`src/rtl/mux_scan_ctrl_if.sv`:
```
// mux_scan_ctrl_if: scan-control and multiplexer-side signals of mux_scan_ctrl.
// change/change_mask exist only when SCAN_CHANGE_DET_EN is defined.
interface mux_scan_ctrl_if;
   logic       start;
   logic       continuous;
   logic [3:0] ch_mask;
   logic [1:0] MUX_sel;
   logic       MUX_out;
   logic [3:0] scan_data;
   logic       valid;
   logic       busy;
   logic       done;
`ifdef SCAN_CHANGE_DET_EN
   logic       change;
   logic [3:0] change_mask;

   modport master (
      output start, continuous, ch_mask, MUX_out,
      input  MUX_sel, scan_data, valid, busy, done,
      input  change, change_mask
   );

   modport slave (
      input  start, continuous, ch_mask, MUX_out,
      output MUX_sel, scan_data, valid, busy, done,
      output change, change_mask
   );
`else
   modport master (
      output start, continuous, ch_mask, MUX_out,
      input  MUX_sel, scan_data, valid, busy, done
   );

   modport slave (
      input  start, continuous, ch_mask, MUX_out,
      output MUX_sel, scan_data, valid, busy, done
   );
`endif
endinterface

```
`src/rtl/mux_scan_ctrl.sv`:
```
// mux_scan_ctrl: settle/sample sequencer in front of a 4:1 bit multiplexer.
// Optional scan-to-scan change detection enabled by macro SCAN_CHANGE_DET_EN.
module mux_scan_ctrl #(
   parameter int SETTLE_CYCLES = 2,
   parameter int CNT_W         = 8
) (
   input  logic           clk,
   input  logic           rst,
   mux_scan_ctrl_if.slave bus
);

   typedef enum logic [1:0] {
      IDLE,
      SETTLE,
      SAMPLE,
      DONE
   } state_t;

   localparam logic [CNT_W-1:0] CNT_LAST = CNT_W'(SETTLE_CYCLES - 1);

   state_t           state, state_d;
   logic [CNT_W-1:0] cnt, cnt_d;
   logic [3:0]       mask, mask_d;
   logic [3:0]       shadow, shadow_d;
   logic [1:0]       sel, sel_d;
   logic [3:0]       data, data_d;
   logic             valid_q, valid_d;
   logic             busy_q, busy_d;
   logic             done_q, done_d;
   logic [2:0]       nxt;
`ifdef SCAN_CHANGE_DET_EN
   logic             chg_q, chg_d;
   logic [3:0]       cmask_q, cmask_d;
   logic [3:0]       diff;
`endif

   function automatic logic [1:0] low_ch(input logic [3:0] m);
      logic [1:0] r;
      r = 2'd0;
      for (int i = 3; i >= 0; i--) begin
         if (m[i]) r = 2'(i);
      end
      return r;
   endfunction

   // {found, index} of the lowest enabled channel above cur
   function automatic logic [2:0] next_ch(input logic [3:0] m,
                                          input logic [1:0] cur);
      logic [2:0] r;
      r = 3'b000;
      for (int i = 3; i >= 0; i--) begin
         if (m[i] && (i > int'(cur))) r = {1'b1, 2'(i)};
      end
      return r;
   endfunction

   // state register
   always_ff @(posedge clk or posedge rst) begin
      if (rst) state <= IDLE;
      else     state <= state_d;
   end

   // next state and next values of every registered output
   always_comb begin
      state_d  = state;
      cnt_d    = cnt;
      mask_d   = mask;
      shadow_d = shadow;
      sel_d    = sel;
      data_d   = data;
      valid_d  = valid_q;
      done_d   = 1'b0;
      nxt      = 3'b000;
`ifdef SCAN_CHANGE_DET_EN
      chg_d    = 1'b0;
      cmask_d  = cmask_q;
      diff     = 4'b0000;
`endif
      unique case (state)
         IDLE: begin
            if (bus.start) begin
               if (|bus.ch_mask) begin
                  mask_d  = bus.ch_mask;
                  sel_d   = low_ch(bus.ch_mask);
                  cnt_d   = '0;
                  state_d = SETTLE;
               end else begin
                  done_d = 1'b1;
               end
            end
         end
         SETTLE: begin
            cnt_d = cnt + 1'b1;
            if (cnt == CNT_LAST) state_d = SAMPLE;
         end
         SAMPLE: begin
            shadow_d[sel] = bus.MUX_out;
            nxt           = next_ch(mask, sel);
            if (nxt[2]) begin
               sel_d   = nxt[1:0];
               cnt_d   = '0;
               state_d = SETTLE;
            end else begin
               // publish on entry to DONE so data and done align
               data_d  = shadow_d;
               valid_d = 1'b1;
               done_d  = 1'b1;
               state_d = DONE;
`ifdef SCAN_CHANGE_DET_EN
               diff    = (shadow_d ^ data) & mask;
               cmask_d = diff;
               chg_d   = valid_q && (|diff);
`endif
            end
         end
         DONE: begin
            if (bus.continuous && (|bus.ch_mask)) begin
               mask_d  = bus.ch_mask;
               sel_d   = low_ch(bus.ch_mask);
               cnt_d   = '0;
               state_d = SETTLE;
            end else begin
               state_d = IDLE;
            end
         end
         default: state_d = IDLE;
      endcase
      busy_d = (state_d != IDLE);
   end

   // datapath and output registers
   always_ff @(posedge clk or posedge rst) begin
      if (rst) begin
         cnt     <= '0;
         mask    <= 4'b0000;
         shadow  <= 4'b0000;
         sel     <= 2'd0;
         data    <= 4'b0000;
         valid_q <= 1'b0;
         busy_q  <= 1'b0;
         done_q  <= 1'b0;
      end else begin
         cnt     <= cnt_d;
         mask    <= mask_d;
         shadow  <= shadow_d;
         sel     <= sel_d;
         data    <= data_d;
         valid_q <= valid_d;
         busy_q  <= busy_d;
         done_q  <= done_d;
      end
   end

`ifdef SCAN_CHANGE_DET_EN
   // change flag and per-channel change mask
   always_ff @(posedge clk or posedge rst) begin
      if (rst) begin
         chg_q   <= 1'b0;
         cmask_q <= 4'b0000;
      end else begin
         chg_q   <= chg_d;
         cmask_q <= cmask_d;
      end
   end

   assign bus.change      = chg_q;
   assign bus.change_mask = cmask_q;
`endif

   assign bus.MUX_sel   = sel;
   assign bus.scan_data = data;
   assign bus.valid     = valid_q;
   assign bus.busy      = busy_q;
   assign bus.done      = done_q;

endmodule

```
`src/flat_wrapper.sv`:
```
// flat-port wrapper written by rule: the top's interface ports become plain ports
module mux_scan_ctrl_flat 
#(
   parameter int SETTLE_CYCLES = 2,
   parameter int CNT_W         = 8
)
  (clk, rst, bus_start, bus_continuous, bus_ch_mask, bus_MUX_out, bus_MUX_sel, bus_scan_data, bus_valid, bus_busy, bus_done);
  mux_scan_ctrl_if bus_i ();
  input  logic clk;
  input  logic rst;
  input wire logic [$bits(bus_i.start)-1:0] bus_start;
  input wire logic [$bits(bus_i.continuous)-1:0] bus_continuous;
  input wire logic [$bits(bus_i.ch_mask)-1:0] bus_ch_mask;
  input wire logic [$bits(bus_i.MUX_out)-1:0] bus_MUX_out;
  output wire logic [$bits(bus_i.MUX_sel)-1:0] bus_MUX_sel;
  output wire logic [$bits(bus_i.scan_data)-1:0] bus_scan_data;
  output wire logic [$bits(bus_i.valid)-1:0] bus_valid;
  output wire logic [$bits(bus_i.busy)-1:0] bus_busy;
  output wire logic [$bits(bus_i.done)-1:0] bus_done;
  assign bus_i.start = bus_start;
  assign bus_i.continuous = bus_continuous;
  assign bus_i.ch_mask = bus_ch_mask;
  assign bus_i.MUX_out = bus_MUX_out;
  assign bus_MUX_sel = bus_i.MUX_sel;
  assign bus_scan_data = bus_i.scan_data;
  assign bus_valid = bus_i.valid;
  assign bus_busy = bus_i.busy;
  assign bus_done = bus_i.done;
  mux_scan_ctrl #(.SETTLE_CYCLES(SETTLE_CYCLES), .CNT_W(CNT_W)) u_core (.clk(clk), .rst(rst), .bus(bus_i));
endmodule
```
`config.mk`:
```
export PLATFORM = sky130hd
export DESIGN_NAME = mux_scan_ctrl_flat
export DESIGN_NICKNAME = d
export VERILOG_FILES = /design/src/rtl/mux_scan_ctrl_if.sv /design/src/rtl/mux_scan_ctrl.sv /design/src/flat_wrapper.sv
export SDC_FILE = /design/constraint.sdc
export NUM_CORES = 1
export LEC_CHECK = 0
export CELL_PAD_IN_SITES_DETAIL_PLACEMENT = 1
export CELL_PAD_IN_SITES_GLOBAL_PLACEMENT = 2
export CORE_MARGIN = 3
export CORE_UTILIZATION = 32
export CTS_CLUSTER_SIZE = 12
export DETAILED_ROUTE_END_ITERATION = 8
export PLACE_DENSITY = 0.71
export SETUP_SLACK_MARGIN = 0.5
export SYNTH_ARGS = -nofsm -noshare
export SYNTH_HDL_FRONTEND = slang
export SYNTH_SLANG_ARGS = --single-unit
```
`constraint.sdc`:
```
create_clock -name clk -period 1.5 [get_ports clk]
set_input_delay 0.3 -clock clk [delete_from_list [all_inputs] [get_ports clk]]
set_output_delay 0.3 -clock clk [all_outputs]
set_load 0.005 [all_outputs]
```
# ---- Word-level counts from Yosys, hierarchy flattened
# Cells that the tools add are included.
dict set report op_classes {
  n_addsub 1
  order_cmp 5
  eq_ne 8
  n_mux 35
  bitwise 1
  reduce_logical 14
}
# operator count
set ops {}
lappend ops {{8-bit 2-to-1 mux} 4}
lappend ops {{8-bit case mux with 4 select lines} 1}
lappend ops {{2-bit 2-to-1 mux} 12}
lappend ops {{3-bit 2-to-1 mux} 4}
lappend ops {{4-bit 2-to-1 mux} 3}
lappend ops {{8-bit by 1-bit adder with 8-bit output, second input constant} 1}
lappend ops {{8-bit by 1-bit equality test with 1-bit output, second input constant} 1}
lappend ops {{2-bit case mux with 4 select lines} 1}
lappend ops {{4-bit case mux with 2 select lines} 1}
lappend ops {{4-bit AND reduction} 2}
lappend ops {{2-bit by 1-bit != test with 1-bit output, second input constant} 3}
lappend ops {{2-bit case mux with 3 select lines} 1}
lappend ops {{1-bit logical AND} 5}
lappend ops {{1-bit 2-to-1 mux} 5}
lappend ops {{5-bit AND reduction} 1}
lappend ops {{4-bit bitwise mux} 1}
lappend ops {{2-bit equality test, second input constant} 2}
lappend ops {{2-bit greater-than comparator, first input constant} 2}
lappend ops {{2-bit nonzero test} 2}
lappend ops {{4-bit OR reduction} 1}
lappend ops {{2-bit by 3-bit less-than comparator with 1-bit output, second input constant} 1}
lappend ops {{3-bit nonzero test} 1}
lappend ops {{1-bit demux with 2-bit select} 1}
lappend ops {{2-bit by 1-bit equality test with 1-bit output, second input constant} 1}
lappend ops {{7 further kinds} 7}
dict set report totals {
  reg_bits 27
  output_inout_bits 9
  word_cells 73
}

# ---- Longest topological paths before layout
dict set report logic_depth {
  word_depth 9
  ltp_mapped 6
  depth_no_buf 6
}

# ---- Worst setup path before layout
# No wires, ideal clock.
dict set report synth_path {
  path_kind {register to register}
  from {register u_core.sel[1] (netlist: u_core.bus.MUX_sel[1])}
  to {register u_core.cnt[3]}
  setup_ps 124
  t_arrival_ps 1297
  required_time_ps 1376
  slack_ps 79
  path_stages_with_launch 6
  path_buffers 1
  period_less_slack_ps 1421
  cell_sequence {dfrtp_1 > buf_2 > nand2b_4 > a21oi_4 > o21ai_2 > a211o_1}
}
dict set report synth_via {
  elab_chain_cells 8
  elab_cells_between_ends 12
  cone_classes {order compare: 3; eq/ne: 1; mux: 4; reduce/logical: 4}
}
# item line
set synth_lines {}
lappend synth_lines {{from (decl)} mux_scan_ctrl.sv:25} ;# logic [1:0] sel, sel_d;
lappend synth_lines {{from (signal assigned)} mux_scan_ctrl.sv:146} ;# sel <= sel_d;
lappend synth_lines {{2-bit greater-than comparator} mux_scan_ctrl.sv:52} ;# if (m[i] && (i > int'(cur))) r = {1'b1, 2'(i)};
lappend synth_lines {{1-bit logical AND} mux_scan_ctrl.sv:52}
lappend synth_lines {{3-bit 2-to-1 mux (2 in a row)} mux_scan_ctrl.sv:52}
lappend synth_lines {{3-bit 2-to-1 mux (*)} mux_scan_ctrl.sv:52}
lappend synth_lines {{3-bit 2-to-1 mux (*)} mux_scan_ctrl.sv:79} ;# unique case (state)
lappend synth_lines {{2-bit by 1-bit != test with 1-bit output (no line) (*)} n/a}
lappend synth_lines {{4-bit AND reduction (no line) (*)} n/a}
lappend synth_lines {{to (signal assigned)} mux_scan_ctrl.sv:143} ;# cnt <= cnt_d;
lappend synth_lines {{to (decl)} mux_scan_ctrl.sv:22} ;# logic [CNT_W-1:0] cnt, cnt_d;
# Every way passes the cells marked *; elsewhere a longest branch is shown, timed or not. The select of a mux whose other input is x is not followed.
# A chain may end at the register's enable or synchronous reset.

# ---- Worst setup path after layout
dict set report layout_path {
  from {register u_core.sel[1] (netlist: u_core.bus.MUX_sel[1])}
  to {register u_core.done_q (netlist: u_core.bus.done)}
}
dict set report layout_via {
  elab_chain_cells 8
  elab_cells_between_ends 12
  cone_classes {order compare: 3; mux: 6; reduce/logical: 3}
}
# item line
set layout_lines {}
lappend layout_lines {{2-bit greater-than comparator} mux_scan_ctrl.sv:52}
lappend layout_lines {{1-bit logical AND} mux_scan_ctrl.sv:52}
lappend layout_lines {{3-bit 2-to-1 mux (2 in a row)} mux_scan_ctrl.sv:52}
lappend layout_lines {{3-bit 2-to-1 mux (*)} mux_scan_ctrl.sv:52}
lappend layout_lines {{3-bit 2-to-1 mux (*)} mux_scan_ctrl.sv:79}
lappend layout_lines {{1-bit 2-to-1 mux (*)} mux_scan_ctrl.sv:99} ;# if (nxt[2]) begin
lappend layout_lines {{1-bit case mux with 2 select lines (*)} mux_scan_ctrl.sv:79}
lappend layout_lines {{net u_core.done_d} mux_scan_ctrl.sv:29} ;# logic done_q, done_d;
lappend layout_lines {{to (signal assigned)} mux_scan_ctrl.sv:150} ;# done_q <= done_d;
lappend layout_lines {{to (decl)} mux_scan_ctrl.sv:29}
# The timed path passes the listed nets; every way through them passes the cells marked *. The select of a mux whose other input is x is not followed.

==> flow_metrics.py <==
metrics = {
    "power": {
        "irDropWorstVdd_uv": 457,
        "power.leakage_nw": 1.04,
        "p_per_area_nw_per_um2": 624,
        "total_power_w": 0.00140,
    },
    "clocking": {
        "clock_sinks": 26,
        "clock_path_buffers": 2,
        "hold_buffers": 0,
        "cts_tree": "yes",
        "clk_latency_ps": 280,
        "htree_levels": 1,
        "cts_buffers": 3,
        "clk_pin_slew_worst_paths_ps": 100,
        "clockRootBuffer": "clkbuf_8",
    },
    "sta": {
        "rsz0062_at_grt": "yes",
        "finalCritPeriodShare_pct": 100,
        "hold_viol": 0,
        "skew_ps": 4.20,
        "drv_slew": 0,
        "fin_crit_ps": 1500,
        "setup_viol": 1,
        "fmax_mhz": 665,
        "fin_ws_ps": -3.19,
        "relSlewSlack_pct": 71.8,
        "whs_ps": 387,
        "worst_pin_slew_ps": 420,
        "fin_setup_tns_ps": -3.19,
    },
    "floorplanning": {
        "die_x_um": 72.7,
        "die_height_um": 72.7,
        "die_area_sq_um": 5290,
        "ios": 18,
        "core_area_sq_um": 4140,
        "rows": 23,
        "start_util_pct": 34.4,
    },
    "placed_design": {
        "gp_congestion": 0.748,
        "place_area_sq_um": 1830,
        "place_hpwl_um": 2630,
        "portBuffers": 17,
    },
    "yosys": {
        "ys_async_sr_fraction_pct": 100,
        "synth_top_family_by_area": "compound AO/OA/AOI/OAI gates",
        "ys.flop_type": "dfrtp_1",
        "synth_edf_count": 0,
        "synth_mux_area_share_pct": 12.5,
        "netlist_area_sq_um": 1420,
        "netlist_instances": 130,
        "synth-simple-area-share_pct": 14.8,
        "yosysSeqAreaShare_pct": 45.7,
        "synth-xor-area-share_pct": 0.615,
        "synth_nets": 141,
        "synth_compound_area_share_pct": 21.5,
        "syn_area_per_cell_sq_um": 11.0,
        "synth_fa_ha_area_share_pct": 1.76,
        "ys_ff_latch": 26,
        "synthDistinctLibCells": 44,
        "yosysWarnings": 0,
    },
    "critical_path": {
        "start_kind": "flip-flop",
        "path_cells": "nand2b_4, a21oi_4, nor2_4, buf_4, buf_6, a31o_2",
        "critPathMaxFanout": 6,
        "critPathTopFamily": "flip-flops",
        "cp_slowest_stage_delay_ps": 450,
        "end_kind": "flip-flop",
        "critical_path_arrival_ps": 1680,
        "required_ps": 1670,
        "reg2reg_slack_ps": -3,
        "crit_buf_inv": 2,
        "slowest_stage": "dfrtp_2",
        "crit_type": "reg2reg",
    },
    "detailed_routing": {
        "initialDrtViolationCount": 29,
        "drtAntennaViolNets": 0,
        "finalWirelength_um": 4190,
        "wl_per_cell_um": 17.5,
        "via_per_inst": 5.31,
        "dr_total_vias": 1268,
        "drc": 0,
        "firstDrtPassIters": 4,
    },
    "final_layout": {
        "layout.nets": 201,
        "antenna_cells": 0,
        "final_cell_mix": "buf_4 (33), dfrtp_1 (21), nand2_1 (9), mux2_4 (9)",
        "final_area_sq_um": 2250,
        "drive_above_1_share_pct": 61.9,
        "area_growth_pct": 57.7,
        "mostFrequentLayoutCell": "buf_4",
    },
    "grt": {
        "grt_usage_pct": 16.1,
        "antenna_found_initial": 0,
        "grt_pass1_wl_um": 6580,
        "grt_start_max_net_pins": 27,
        "gr-total-overflow": 0,
        "grt_pass1_vias": 1332,
    },
    "flow_run": {
        "drv_cap": 0,
    },
    "outcome": {
        "outcome": "complete, but fails checks",
        "violations": "setup timing",
    },
    "hold_path": {
        "hold_path.class": "in2async",
    },
}
-- state kept, by name, summed over array words and instances, names as in the netlist --
name	cells
u_core.cnt	8
u_core.bus.scan_data	4
u_core.shadow	4
u_core.mask	3
u_core.bus.MUX_sel	2
u_core.state	2
u_core.bus.busy	1
u_core.bus.done	1
u_core.bus.valid	1
-- worst paths after layout --
check | from | endpoint | depth (start not counted)
setup reg to reg | u_core.bus.MUX_sel[1] | u_core.bus.done | 6
setup / recovery | u_core.bus.MUX_sel[1] | u_core.bus.done | 6
min in group clk | u_core.bus.valid | u_core.bus.valid | 1
hold / removal | rst | u_core.bus.scan_data[3] | 3
hold reg to reg | u_core.bus.valid | u_core.bus.valid | 1
max in group asynchronous | rst | u_core.bus.MUX_sel[1] | 3
-- cell type report --
cell class	count	area (sq um)
sequential	26	657
tap	50	62.6
clock inverter	1	30.0
inverter	7	26.3
timing repair buffer	59	487
clock buffer	3	41.3
multi-input combinational	93	942
fill	455	1900
-- layer usage --
metal	GRT usage, %	wire length (um)	vias up
met5	0	0	-
met4	6.97	119	0
met1	19.4	1820	646
li1	-	-	596
met3	3.58	89	11
met2	27.5	2170	15
-- power by group --
part | total (W) | switching, W | internal (W)
Combinational | 0.000102 | 0.0000517 | 0.0000499
Sequential | 0.000704 | 0.00000139 | 0.000703
Clock | 0.000596 | 0.000238 | 0.000358
-- cell usage after synthesis, drive strengths merged (2+ instances only) --
master	instances	area [sq um]
mux2i	2	20.0
nor2b	2	12.5
ha	2	25.0
o22ai	2	18.8
and3	4	25.0
o21a	3	30.0
nand3	4	20.0
inv	7	26.3
mux2	14	158
a31oi	2	27.5
nor2	7	33.8
nand2	12	45.0
o41ai	2	32.5
a22oi	2	20.0
buf	3	15.0
dfrtp	26	651
nor4	2	12.5
o21ai	6	37.5
nor3	4	20.0
a21oi	8	55.1
nand2b	2	20.0
-- kinds of logic (layout without fill, tap and decap cells) --
group                      after synthesis  after routing
AOI/OAI and AO/OA                       34             34
xor gates and xnor gates                 1              1
adders and majority gates                2              2
buffers and inverters                   11             70
DFF                                     26             26
muxes                                   16             16
and+or+nand+nor                         40             40
-- metrics by stage --
step,util (%),instances,setup slack (ps)
floorplan,-,130,102
global placement,44.2,211,-369
detailed placement,44.2,211,-415
CTS,50.5,230,15.5
global route,54.2,239,-63.9
finish,54.2,239,-3.19
-- worst reg2reg max path, cell delays in order, from the launching register on --
cell      delay, ps
dfrtp_2         450
nand2b_4        160
a21oi_4         220
nor2_4          110
buf_4           150
buf_6           110
a31o_2          200
-- what timing repair did --
| action | 4_1_cts | 5_1_grt |
|---|---|---|
| resized for setup | 72 | 20 |
| endpoints found under the setup margin | 35 | 35 |
| pin swaps | 11 | 8 |
| setup buffers | 15 | 9 |
No activity file was read; power rests on OpenSTA's default activity.
